**src/rtl/btn_pkg.sv**
```systemverilog
`default_nettype none
// ----------------------------------------------------------------------------
// btn_pkg : shared button indices, default 100 MHz timing, repeat FSM states
// Revision: 1.0
// ----------------------------------------------------------------------------
package btn_pkg;

  localparam int BTN_LEFT    = 0;
  localparam int BTN_RIGHT   = 1;
  localparam int BTN_DROP    = 2;
  localparam int BTN_POP     = 3;
  localparam int BTN_RESTART = 4;
  localparam int N_BTN       = 5;

  // 10 ms debounce, 500 ms first repeat, 150 ms repeat period at 100 MHz
  localparam int DEF_STABLE_CYCLES = 1000000;
  localparam int DEF_CNT_W         = 20;
  localparam int DEF_REPEAT_DELAY  = 50000000;
  localparam int DEF_REPEAT_RATE   = 15000000;
  localparam int DEF_RPT_W         = 26;

  localparam logic [1:0] RPT_IDLE  = 2'd0;
  localparam logic [1:0] RPT_DELAY = 2'd1;
  localparam logic [1:0] RPT_RATE  = 2'd2;

endpackage : btn_pkg
`default_nettype wire

```
**src/rtl/btn_debounce_ch.sv**
```systemverilog
`default_nettype none
// ----------------------------------------------------------------------------
// btn_debounce_ch : one button channel - 2-flop sync, stable-count filter,
//                   optional hold-to-repeat FSM
// Revision: 1.0
// ----------------------------------------------------------------------------
module btn_debounce_ch
  import btn_pkg::*;
#(
  parameter int STABLE_CYCLES = DEF_STABLE_CYCLES,
  parameter int CNT_W         = DEF_CNT_W,
  parameter int REPEAT_EN     = 0,
  parameter int REPEAT_DELAY  = DEF_REPEAT_DELAY,
  parameter int REPEAT_RATE   = DEF_REPEAT_RATE,
  parameter int RPT_W         = DEF_RPT_W
) (
  input  logic clk,
  input  logic rst,
  input  logic btn_raw_i,
  output logic btn_level_o,
  output logic btn_press_o,
  output logic btn_release_o,
  output logic btn_repeat_o
);

  localparam logic [CNT_W-1:0] CNT_LAST = CNT_W'(STABLE_CYCLES - 1);

  logic             meta_q;
  logic             sync_q;
  logic [CNT_W-1:0] cnt_q;
  logic [CNT_W-1:0] cnt_d;
  logic             level_q;
  logic             level_d;
  logic             press_q;
  logic             press_d;
  logic             release_q;
  logic             release_d;
  logic             repeat_q;
  logic             repeat_d;
  logic             w_accept;
  logic             w_acc_press;
  logic             w_acc_release;
  logic             w_rpt_fire;

  always_ff @(posedge clk or posedge rst) begin
    if (rst) begin
      meta_q <= 1'b0;
      sync_q <= 1'b0;
    end else begin
      meta_q <= btn_raw_i;
      sync_q <= meta_q;
    end
  end

  // Any sample agreeing with the current level restarts the stability count
  always_comb begin
    cnt_d    = cnt_q;
    level_d  = level_q;
    w_accept = 1'b0;
    if (sync_q == level_q) begin
      cnt_d = '0;
    end else if (cnt_q >= CNT_LAST) begin
      level_d  = sync_q;
      cnt_d    = '0;
      w_accept = 1'b1;
    end else begin
      cnt_d = cnt_q + CNT_W'(1);
    end
  end

  assign w_acc_press   = w_accept & sync_q;
  assign w_acc_release = w_accept & ~sync_q;

  generate
    if (REPEAT_EN != 0) begin : g_repeat
      localparam logic [RPT_W-1:0] DELAY_LAST = RPT_W'(REPEAT_DELAY - 1);
      localparam logic [RPT_W-1:0] RATE_LAST  = RPT_W'(REPEAT_RATE - 1);

      logic [1:0]       state_q;
      logic [1:0]       state_d;
      logic [RPT_W-1:0] rcnt_q;
      logic [RPT_W-1:0] rcnt_d;
      logic             w_fire;

      // Release wins over a coinciding terminal count so no repeat leaks out
      always_comb begin
        state_d = state_q;
        rcnt_d  = rcnt_q;
        w_fire  = 1'b0;
        if (w_acc_release) begin
          state_d = RPT_IDLE;
          rcnt_d  = '0;
        end else begin
          case (state_q)
            RPT_IDLE: begin
              if (w_acc_press) begin
                state_d = RPT_DELAY;
                rcnt_d  = '0;
              end
            end
            RPT_DELAY: begin
              if (rcnt_q == DELAY_LAST) begin
                w_fire  = 1'b1;
                state_d = RPT_RATE;
                rcnt_d  = '0;
              end else begin
                rcnt_d = rcnt_q + RPT_W'(1);
              end
            end
            RPT_RATE: begin
              if (rcnt_q == RATE_LAST) begin
                w_fire = 1'b1;
                rcnt_d = '0;
              end else begin
                rcnt_d = rcnt_q + RPT_W'(1);
              end
            end
            default: begin
              state_d = RPT_IDLE;
              rcnt_d  = '0;
            end
          endcase
        end
      end

      always_ff @(posedge clk or posedge rst) begin
        if (rst) begin
          state_q <= RPT_IDLE;
          rcnt_q  <= '0;
        end else begin
          state_q <= state_d;
          rcnt_q  <= rcnt_d;
        end
      end

      assign w_rpt_fire = w_fire;
    end else begin : g_no_repeat
      assign w_rpt_fire = 1'b0;
    end
  endgenerate

  assign press_d   = w_acc_press | w_rpt_fire;
  assign release_d = w_acc_release;
  assign repeat_d  = w_rpt_fire;

  always_ff @(posedge clk or posedge rst) begin
    if (rst) begin
      cnt_q     <= '0;
      level_q   <= 1'b0;
      press_q   <= 1'b0;
      release_q <= 1'b0;
      repeat_q  <= 1'b0;
    end else begin
      cnt_q     <= cnt_d;
      level_q   <= level_d;
      press_q   <= press_d;
      release_q <= release_d;
      repeat_q  <= repeat_d;
    end
  end

  assign btn_level_o   = level_q;
  assign btn_press_o   = press_q;
  assign btn_release_o = release_q;
  assign btn_repeat_o  = repeat_q;

endmodule : btn_debounce_ch
`default_nettype wire

```
**src/rtl/btn_debounce_multi.sv**
```systemverilog
`default_nettype none
// ----------------------------------------------------------------------------
// btn_debounce_multi : N independent debounced button channels with
//                      press/release pulses and optional auto-repeat
// Revision: 1.0
// ----------------------------------------------------------------------------
module btn_debounce_multi
  import btn_pkg::*;
#(
  parameter int N_CH          = N_BTN,
  parameter int STABLE_CYCLES = DEF_STABLE_CYCLES,
  parameter int CNT_W         = DEF_CNT_W,
  parameter int REPEAT_EN     = 0,
  parameter int REPEAT_DELAY  = DEF_REPEAT_DELAY,
  parameter int REPEAT_RATE   = DEF_REPEAT_RATE,
  parameter int RPT_W         = DEF_RPT_W
) (
  input  logic            clk,
  input  logic            rst,
  input  logic [N_CH-1:0] btn_raw_i,
  output logic [N_CH-1:0] btn_level_o,
  output logic [N_CH-1:0] btn_press_o,
  output logic [N_CH-1:0] btn_release_o,
  output logic [N_CH-1:0] btn_repeat_o
);

  generate
    for (genvar g = 0; g < N_CH; g++) begin : g_ch
      btn_debounce_ch #(
        .STABLE_CYCLES (STABLE_CYCLES),
        .CNT_W         (CNT_W),
        .REPEAT_EN     (REPEAT_EN),
        .REPEAT_DELAY  (REPEAT_DELAY),
        .REPEAT_RATE   (REPEAT_RATE),
        .RPT_W         (RPT_W)
      ) u_ch (
        .clk           (clk),
        .rst           (rst),
        .btn_raw_i     (btn_raw_i[g]),
        .btn_level_o   (btn_level_o[g]),
        .btn_press_o   (btn_press_o[g]),
        .btn_release_o (btn_release_o[g]),
        .btn_repeat_o  (btn_repeat_o[g])
      );
    end
  endgenerate

endmodule : btn_debounce_multi
`default_nettype wire

```
**config.mk**
```make
export PLATFORM = sky130hd
export DESIGN_NAME = btn_debounce_multi
export DESIGN_NICKNAME = d
export VERILOG_FILES = /design/src/rtl/btn_pkg.sv /design/src/rtl/btn_debounce_ch.sv /design/src/rtl/btn_debounce_multi.sv
export SDC_FILE = /design/constraint.sdc
export NUM_CORES = 1
export LEC_CHECK = 0
export CAP_MARGIN = 20
export CORE_MARGIN = 2
export CORE_UTILIZATION = 45
export CTS_CLUSTER_SIZE = 20
export DETAILED_ROUTE_END_ITERATION = 8
export HOLD_SLACK_MARGIN = 0.06
export PLACE_DENSITY = 0.69
export SLEW_MARGIN = 10
export SYNTH_ARGS = -nofsm -noshare
export SYNTH_HDL_FRONTEND = slang
export SYNTH_SLANG_ARGS = --single-unit
```
**constraint.sdc**
```tcl
create_clock -name clk -period 9.1 [get_ports clk]
set_clock_uncertainty 0.1 [all_clocks]
set_input_delay 1.82 -clock clk [delete_from_list [all_inputs] [get_ports clk]]
set_output_delay 1.82 -clock clk [all_outputs]
set_load 0.005 [all_outputs]
```
Word level (Yosys, flattened, before mapping) --
Cells that the tools add are included.
Storage, ports and cells: output and inout port bits 20, register bits 125, logic and storage cells 90, input bits 7
Operators by class: order comparisons 5, eq/ne operators 5, reductions and logical operators 5, bitwise logic cells 20, add/sub/neg operators 5, multiplexer cells 20
Operators with widths (number):
- $mux 20 | 10
- $add 20x1->20 const B | 5
- $ge 20x20->1 const B | 5
- $and 1x1->1 | 10
- $mux 1 | 10
- $not 1->1 | 10
- $reduce_and 2->1 | 5
- $eq 1x1->1 | 5

Longest topological paths before layout --
word-level depth 4, gate-level depth with buffers 8, mapped depth without buffers 6

By module --
Synthesis repeated with hierarchy kept, for this count alone.
Second synthesis, totals: cells, all modules 645, area, all modules 6725.2 µm²
By module, submodules not included:
- btn_debounce_ch | instances 5, seq. area each 625.6 µm², area an instance 1345.0 µm², cells each 129

Worst setup path before layout --
Ideal clock, no wire load.
path kind reg-to-output, start reg g_ch[1].u_ch.level_q, end out btn_level_o[1], buffers on the path 1, data arrival time 0.528 ns, slack 6.652 ns, data required time 7.180 ns, cell stages (with the launch flop) 2, cell sequence dfrtp_1 -> buf_4
RTL lines:
- from (decl) | RTL line btn_debounce_ch.sv:32 | logic level_q;
- from (signal assigned) | RTL line btn_debounce_ch.sv:155 | level_q <= level_d;
- to (decl) | RTL line btn_debounce_multi.sv:21 | output logic [N_CH-1:0] btn_level_o,
No word-level cell between the ends.

==> results.json <==
{
  "status": "finished clean",
  "ant_nets": 0,
  "start_util_pct": 46.2,
  "tns_ps": 0,
  "cts.path.max_buffers": 2,
  "synth_top_cell_area_share_pct": 53.7,
  "cts-htree-levels": 4,
  "fp.dieH_um": 118,
  "p_per_area_mw_per_mm2": 196,
  "final_cell_area_mm2": 0.00673,
  "cp.arrival_ps": 3610,
  "worst_slew_pin_slew_ps": 864,
  "cts_sinks": 125,
  "seq_area_frac_synth_pct": 53.7,
  "synth_top_cell_by_area": "dfrtp_1",
  "ys.flop_type": "dfrtp_1",
  "synth_top_family_by_area": "simple AND/OR/NAND/NOR gates",
  "grt_max_degree": 71,
  "async_reset_ff_share_pct": 100,
  "leakage_nw": 2.93,
  "track_usage_pct": 16.0,
  "synth_xor_area_share_pct": 13.5,
  "hpwl_um": 6610,
  "max_cap_violations": 0,
  "drt-total-wl_um": 10100,
  "synth_edf_count": 0,
  "min_path_type": "register to register",
  "ios": 27,
  "path_cells": "clkdlybuf4s50_1, inv_4, buf_4",
  "drc": 0,
  "crit_slowest_cell": "buf_4",
  "drt_iter0_drc": 176,
  "final_common_cell": "dfrtp_1",
  "first_pass_iters": 7,
  "cts_buffers": 17,
  "routabilityCongestion": 0.814,
  "fp.dieW_um": 118,
  "synth-simple-area-share_pct": 23.0,
  "cp_slowest_stage_delay_ps": 780,
  "crit_family": "buffers and inverters",
  "rsz0062_at_grt": "no",
  "nets": 602,
  "drt-vias-per-instance": 5.15,
  "port_buffers": 21,
  "rows": 41,
  "die_area_mm2": 0.0139,
  "synthTopCellsByArea": "dfrtp_1 54%, xor2_1 8.0%, nor2_1 7.1%, xnor2_1 5.6%, nand3_1 3.3%",
  "cts_root_buf": "clkbuf_16",
  "cts-resized-gates": 0,
  "grt_pass1_wl_um": 18200,
  "synth_fa_ha_area_share_pct": 1.07,
  "setup_viol": 0,
  "synth_cells": 572,
  "start_kind": "input port",
  "syn_area_mm2": 0.00583,
  "synth_compound_area_share_pct": 3.67,
  "synth.distinct_cells": 46,
  "clkLatencyLatePin_ps": 410,
  "worst_ep_required_time_ps": 9420,
  "drive_gt1_share_pct": 7.96,
  "fmax_mhz": 304,
  "yosys_register_bits": 125,
  "cp_max_fo": 70,
  "cts_hold_buf": 0,
  "syn_avg_cell_area_um2": 10.2,
  "endpoint_kind": "asynchronous set/reset pin",
  "dpl_cell_area_mm2": 0.00608,
  "fin_crit_sh_pct": 36.1,
  "gr-total-overflow": 0,
  "slew_headroom_pct": 41.8,
  "ir_worst_vdd_mv": 0.140,
  "antenna_found_initial": 0,
  "coreArea_mm2": 0.0126,
  "min_period_ps": 3280,
  "synth.mux.area_fraction_pct": 0.966,
  "yosysWarnings": 0,
  "crit_buf_inv": 3,
  "vias": 3995,
  "drv_slew": 0,
  "grt_pass1_vias": 4018,
  "area_growth_pct": 15.5,
  "worstSetupPathType": "input port to asynchronous set/reset pin",
  "clkTransAtPathRegs_ps": 60,
  "wire_per_inst_um": 13.1,
  "final_cell_mix": "125 x dfrtp_1, 110 x nor2_1, 53 x xor2_1",
  "finalHoldViolCount": 0,
  "tritoncts": "done",
  "postCtsSetupBuffers": 0,
  "n_antenna_cell": 0
}
==> through the flow <==
step / hold slack, ps / cells / setup slack, ps / utilization [%] / total power [W]
final: 251 / 775 / 5820 / 53.3 / 0.00132
after global routing: 254 / 775 / 5470 / 53.3 / 0.00137
after CTS: 251 / 775 / 5710 / 53.3 / 0.00134
after detailed placement: 237 / 743 / 5270 / 48.2 / 0.000615
after global placement: 233 / 742 / 5310 / 48.2 / 0.000613
after floorplan: 231 / 576 / 3850 / - / 0.000606
==> per-layer routing <==
metal | part of all wire [%] | up-vias | wire length [um] | GRT usage (%)
met5 | 0 | - | 0 | 0
met4 | 1.8 | 0 | 183 | 6.25
met3 | 3.2 | 16 | 327 | 4.07
met2 | 50 | 64 | 5040 | 26.7
met1 | 45 | 1958 | 4560 | 19.9
li1 | - | 1957 | - | -
==> cell type report <==
type / instances / area, um^2
well taps: 172 / 215
repair buffers: 23 / 225
inverters: 9 / 36.3
fillers: 1107 / 5890
multi-input cells: 414 / 2480
flip-flops and latches: 125 / 3130
clock inverters: 13 / 189
clock buffers: 19 / 453
==> kinds of logic after synthesis <==
kind of cell    Yosys count
fa+ha+maj                 5
simple gates            279
other cells               1
compound gates           30
flops                   125
buf+inv                  37
xor+xnor                 90
mux                       5
==> sequential cells by signal (all words and copies together) (netlist names) <==
signal	flops
g_ch.u_ch.cnt_q	100
g_ch.u_ch.btn_release_o	5
g_ch.u_ch.btn_press_o	5
g_ch.u_ch.sync_q	5
g_ch.u_ch.btn_level_o	5
g_ch.u_ch.meta_q	5
==> path summary, 6_finish.rpt <==
| check | cells past startpoint | end | from | slack (ps) |
|---|---|---|---|---|
| max | 3 | g_ch[4].u_ch.cnt_q[1] | rst | 5820 |
| min | 0 | g_ch[0].u_ch.sync_q | g_ch[0].u_ch.meta_q | 250 |
| max reg2reg | 4 | g_ch[2].u_ch.cnt_q[15] | g_ch[2].u_ch.cnt_q[12] | 6760 |
| min reg2reg | 0 | g_ch[0].u_ch.sync_q | g_ch[0].u_ch.meta_q | 250 |
| max in group clk | 1 | btn_level_o[0] | g_ch[0].u_ch.btn_level_o | 5820 |
| min in group asynchronous | 2 | g_ch[2].u_ch.btn_level_o | rst | 1780 |
==> power by group <==
group | switching [W] | total (W) | internal, W
logic | 0.0000230 | 0.0000327 | 0.00000973
registers | 0.00000786 | 0.000572 | 0.000564
clock network | 0.000243 | 0.000717 | 0.000474
total | 0.000274 | 0.00132 | 0.00105
==> cell usage after synthesis (all sizes together) (3+ instances only) <==
cell type,instances
dfrtp,125
o21ai,7
nor2,110
xnor2,37
nor3b,10
nand3,38
nand2,39
inv,9
ha,5
nor4,10
and4,5
and3,18
nand4,19
nor3,18
buf,26
mux2,5
xor2,53
a31oi,4
a21oi,3
Power figures use the tool's default switching activity.
